<file path="config.mk">
export PLATFORM = sky130hd
export DESIGN_NAME = pattern_detect_scheduler
export DESIGN_NICKNAME = d
export VERILOG_FILES = /design/src/rtl/pattern_detect_scheduler.sv
export SDC_FILE = /design/constraint.sdc
export NUM_CORES = 1
export LEC_CHECK = 0
export CORE_MARGIN = 1
export CORE_UTILIZATION = 44
export CTS_CLUSTER_DIAMETER = 30
export CTS_CLUSTER_SIZE = 30
export DETAILED_ROUTE_END_ITERATION = 8
export MAX_ROUTING_LAYER = met4
export PLACE_DENSITY_LB_ADDON = 0.08
export SETUP_SLACK_MARGIN = 0.02
export SLEW_MARGIN = 15
export SYNTH_ARGS = -nofsm -noshare
export SYNTH_HDL_FRONTEND = slang
export SYNTH_SLANG_ARGS = --single-unit
</file>
<file path="constraint.sdc">
create_clock -name clk -period 2 [get_ports clk]
set_clock_uncertainty 0.05 [all_clocks]
set_input_delay 0.2 -clock clk [delete_from_list [all_inputs] [get_ports clk]]
set_output_delay 0.2 -clock clk [all_outputs]
set_load 0.01 [all_outputs]
</file>
<file path="src/rtl/pattern_detect_scheduler.sv">
// Shares one pattern_detector between two byte requesters: round-robin grant, LSB-first
// serialization with flush/drain padding, and tag-aligned gathering of detector hits.
module pattern_detect_scheduler #(
  parameter int DET_LAT = 1
) (
  input  logic        clk,
  input  logic        rst,
  input  logic [1:0]  req_valid,
  input  logic [15:0] req_data,
  output logic [1:0]  req_ready,
  output logic        serial_pattern,
  output logic        enable,
  input  logic        pattern_detected,
  output logic        rsp_valid,
  input  logic        rsp_ready,
  output logic        rsp_id,
  output logic [7:0]  rsp_mask,
  output logic [3:0]  rsp_count,
  output logic        err
);

  typedef enum logic [2:0] {
    IDLE  = 3'd0,
    FLUSH = 3'd1,
    SHIFT = 3'd2,
    DRAIN = 3'd3,
    RESP  = 3'd4
  } state_t;

  localparam logic [2:0] DRAIN_LAST = 3'(DET_LAT - 1);
  localparam int         IW         = 3 * DET_LAT;

  state_t                   state_r, state_nxt_s;
  logic [2:0]               cnt_r, cnt_nxt_s;
  logic                     ptr_r, id_r, gnt_s, accept_s;
  logic [7:0]               shreg_r, mask_r;
  logic [3:0]               count_r;
  logic                     enable_r, sp_r, rsp_valid_r, err_r;
  logic                     enable_nxt_s, sp_nxt_s;
  logic [DET_LAT-1:0]       tag_v_r, en_d_r;
  logic [DET_LAT-1:0][2:0]  tag_idx_r;

  // State and phase counter register
  always_ff @(posedge clk) begin
    if (rst) begin
      state_r <= IDLE;
      cnt_r   <= 3'd0;
    end else begin
      state_r <= state_nxt_s;
      cnt_r   <= cnt_nxt_s;
    end
  end

  // Next-state and phase counter logic
  always_comb begin
    state_nxt_s = state_r;
    cnt_nxt_s   = cnt_r;
    case (state_r)
      IDLE: begin
        if (|req_valid) begin
          state_nxt_s = FLUSH;
          cnt_nxt_s   = 3'd0;
        end else begin
          state_nxt_s = IDLE;
        end
      end
      FLUSH: begin
        if (cnt_r == 3'd1) begin
          state_nxt_s = SHIFT;
          cnt_nxt_s   = 3'd0;
        end else begin
          cnt_nxt_s = cnt_r + 3'd1;
        end
      end
      SHIFT: begin
        if (cnt_r == 3'd7) begin
          state_nxt_s = DRAIN;
          cnt_nxt_s   = 3'd0;
        end else begin
          cnt_nxt_s = cnt_r + 3'd1;
        end
      end
      DRAIN: begin
        if (cnt_r == DRAIN_LAST) begin
          state_nxt_s = RESP;
          cnt_nxt_s   = 3'd0;
        end else begin
          cnt_nxt_s = cnt_r + 3'd1;
        end
      end
      RESP: begin
        if (rsp_ready) begin
          state_nxt_s = IDLE;
        end else begin
          state_nxt_s = RESP;
        end
      end
      default: begin
        state_nxt_s = IDLE;
        cnt_nxt_s   = 3'd0;
      end
    endcase
  end

  // Grant decode, accept pulse and next values of the registered detector drive
  always_comb begin
    gnt_s    = (&req_valid) ? ptr_r : req_valid[1];
    accept_s = (state_r == IDLE) && (|req_valid);
    if (accept_s) begin
      req_ready = gnt_s ? 2'b10 : 2'b01;
    end else begin
      req_ready = 2'b00;
    end
    enable_nxt_s = (state_nxt_s == FLUSH) || (state_nxt_s == SHIFT) || (state_nxt_s == DRAIN);
    if (state_nxt_s == SHIFT) begin
      sp_nxt_s = shreg_r[0];
    end else begin
      sp_nxt_s = 1'b0;
    end
  end

  // Datapath: capture, serialization, tag pipeline, hit accumulation and error flag
  always_ff @(posedge clk) begin
    if (rst) begin
      ptr_r       <= 1'b0;
      id_r        <= 1'b0;
      shreg_r     <= 8'h00;
      mask_r      <= 8'h00;
      count_r     <= 4'd0;
      enable_r    <= 1'b0;
      sp_r        <= 1'b0;
      rsp_valid_r <= 1'b0;
      err_r       <= 1'b0;
      tag_v_r     <= '0;
      en_d_r      <= '0;
      tag_idx_r   <= '0;
    end else begin
      enable_r    <= enable_nxt_s;
      sp_r        <= sp_nxt_s;
      rsp_valid_r <= (state_nxt_s == RESP);
      // Registered drive matches the state, so the current state/counter tags the bit on the wire
      tag_v_r     <= DET_LAT'({tag_v_r, (state_r == SHIFT)});
      tag_idx_r   <= IW'({tag_idx_r, cnt_r});
      en_d_r      <= DET_LAT'({en_d_r, enable_r});
      err_r       <= err_r | (pattern_detected & ~en_d_r[DET_LAT-1]);
      if (accept_s) begin
        ptr_r   <= ~gnt_s;
        id_r    <= gnt_s;
        shreg_r <= gnt_s ? req_data[15:8] : req_data[7:0];
        mask_r  <= 8'h00;
        count_r <= 4'd0;
      end else begin
        if (state_nxt_s == SHIFT) begin
          shreg_r <= {1'b0, shreg_r[7:1]};
        end
        if (tag_v_r[DET_LAT-1] && pattern_detected) begin
          mask_r[tag_idx_r[DET_LAT-1]] <= 1'b1;
          count_r                      <= count_r + 4'd1;
        end
      end
    end
  end

  assign enable         = enable_r;
  assign serial_pattern = sp_r;
  assign rsp_valid      = rsp_valid_r;
  assign rsp_id         = id_r;
  assign rsp_mask       = mask_r;
  assign rsp_count      = count_r;
  assign err            = err_r;

endmodule

</file>
==> impl_metrics.yaml <==
die:
  dieHeight_um: 65.7
  ioPinCount: 41
  die-area_mm2: 0.00431
  fp.coreArea_mm2: 0.00377
  fp.dieW_um: 65.7
  rows: 22
  start_util_pct: 47.3
detailed_routing:
  drt-total-wl_mm: 3.72
  post_drt_via_cell_ratio: 5.20
  drcViolationCount: 0
  wire_per_inst_um: 12.5
  ant_nets: 0
  firstDrtPassIters: 4
  initialDrtViolationCount: 56
  vias: 1545
cells_and_area:
  diodes: 0
  drive_above_1_share_pct: 11.2
  fillers: 322
  mostFrequentLayoutCells: "clkdlybuf4s50_1 (38), dfxtp_1 (37), nor2_1 (26), nand2_1 (19), nor3_1 (16)"
  area_growth_syn_to_layout_pct: 30.6
  final_nets: 276
  final_common_cell: "clkdlybuf4s50_1"
clock_network:
  cts_buffers: 5
  clockBufferDepth: 2
  postCtsHoldBufs: 0
  cts_tree: "yes"
  clk_latency_ns: 0.28
  clock-sinks: 37
  cts_root_buf: "clkbuf_8"
  path_clk_slew_ns: 0.07
  cts_htree_levels: 2
global_routing:
  overflow: 0
  grt_pass1_vias: 1528
  grt_pass1_wl_mm: 6.56
  grt_max_degree: 15
  antenna_found_initial: 0
  grtUsageTotal_pct: 20.8
timing:
  report.final.slew_viol_count: 0
  max_slew_margin_pct: 66.2
  period_needed_ns: 1.81
  period_share_pct: 90.6
  rsz0062_at_grt: "false"
  fin_ws_ns: 0.188
  worst_slew_pin_slew_ns: 0.505
  clock.fmax_mhz: 552
  setup_viol: 0
  hold_viol: 0
  timing.setup.tns_ns: 0
logic_synthesis:
  yosys_warnings: 0
  ys_types: 42
  synth-seq-cells: 37
  netlist_instances: 206
  async_flop_share_pct: 0
  avgSynthCellArea_um2: 8.66
  synthesis.nets: 233
  ys_seq_area_share_pct: 41.5
  netlist_area_mm2: 0.00178
  synth_enable_flop_cells: 0
  ys.flop_type: "dfxtp_1"
pwr:
  max-vdd-ir-drop_mv: 0.478
  power_density_mw_per_mm2: 757
  leakage_uw: 0.000947
hold_path:
  hold_path_class: "flip-flop to flip-flop"
status:
  status: "finished, final reports clean"
setup_path:
  crit_buf_inv: 1
  required_ns: 1.75
  cp_max_fo: 3
  cp.arrival_ns: 1.56
  path_cells: "or3_4 > nor3b_2 > dlygate4sd2_1"
  crit_path_top_delay_cell: "or3_4"
  end_kind: "primary output"
  worst_path_largest_cell_delay_ns: 0.42
  path_class: "flip-flop to primary output"
  reg2reg_slack_ns: 0.27
  startpoint_type: "flip-flop"
  cpLargestDelayFamily: "simple AND/OR/NAND/NOR gates"
placement:
  pre_cts_ws_ns: 0.100
  dp_hpwl_mm: 2.86
  gp_congestion: 0.915
  port-buffer-count: 40
run:
  cap_viol_max_count: 0
final cells by class:
| cell class | instances | area [µm²] | share of cell area [%] |
|---|---|---|---|
| multi-input combinational | 142 | 900 | 38.6 |
| sequential | 37 | 741 | 31.8 |
| timing repair buffer | 50 | 477 | 20.5 |
| clock buffer | 5 | 68.8 | 2.95 |
| tap | 48 | 60.1 | 2.58 |
| inverter | 13 | 48.8 | 2.09 |
| clock inverter | 2 | 35.0 | 1.50 |
path summary, 6_finish.rpt:
kind	from	to	depth (start not counted)
min reg2reg	shreg_r[1]	shreg_r[1]	2
max reg2reg	state_r[0]	shreg_r[7]	6
max	state_r[0]	req_ready[1]	3
min	shreg_r[1]	shreg_r[1]	2
logic make-up (layout without fill, tap and decap cells):
| family | after synthesis | count (layout) | share of synthesized area, % |
|---|---|---|---|
| xor+xnor | 3 | 3 | 1.47 |
| flops | 37 | 37 | 41.5 |
| fa+ha+maj | 5 | 5 | 3.51 |
| buf+inv | 27 | 70 | 8.34 |
| compound gates | 41 | 41 | 16.8 |
| simple gates | 84 | 84 | 23.3 |
| mux | 9 | 9 | 5.12 |
Yosys cell counts, types with 3 or more instances:
library cell	n	area, µm²
nor2b_1	6	37.5
nand3_1	3	15.0
nor3_2	3	30.0
nor3_1	16	80.1
dfxtp_1	37	741
nand2_1	19	71.3
o31ai_1	7	52.6
clkbuf_1	5	18.8
mux2i_1	8	80.1
buf_6	5	56.3
inv_1	13	48.8
ha_1	5	62.6
a21boi_0	8	60.1
a31oi_1	3	18.8
a21oi_1	12	60.1
nor2_1	26	97.6
metrics by stage:
step                util [%]  hold slack [ns]  instances  area [µm²]  power (µW)
detailed placement      58.9            0.403        290        2220        1170
CTS                     61.7            0.414        297        2330        1790
finish                  61.8            0.408        297        2330        1760
floorplan                  -            0.291        206        1780        1060
global placement        58.9            0.395        290        2220        1170
global route            61.8            0.431        297        2330        1860
sequential cells by signal, summed over array words and instances, names as in the netlist, 3 cells and up:
| signal | count |
|---|---|
| cnt_r | 3 |
| rsp_count | 4 |
| tag_idx_r | 3 |
| shreg_r | 8 |
| rsp_mask | 8 |
| state_r | 3 |
repair_timing:
action | 4_1_cts | 5_1_grt
endpoints found under the setup margin | 2 | 1
setup buffers | 0 | 0
resized for setup | 2 | 1
tightest hold or removal path: cells and delay by family, from the launching register on:
family / cells / cell delay, ns
AND/OR/NAND/NOR: 1 / 0.05
multiplexers: 1 / 0.05
flip-flops: 1 / 0.31
metal layers:
metal / track usage, % / vias up / share of wire [%]
met2: 34.4 / 27 / 49
met1: 24.0 / 728 / 47
met4: 8.15 / 0 / 0.86
met5: - / - / 0
met3: 5.21 / 4 / 3.6
li1: - / 786 / -
power breakdown:
group / switching (µW) / internal [µW] / total (µW)
clock network: 245 / 362 / 607
registers: 24.2 / 779 / 803
logic: 181 / 173 / 354
total: 450 / 1310 / 1760
Power figures use the tool's default switching activity.
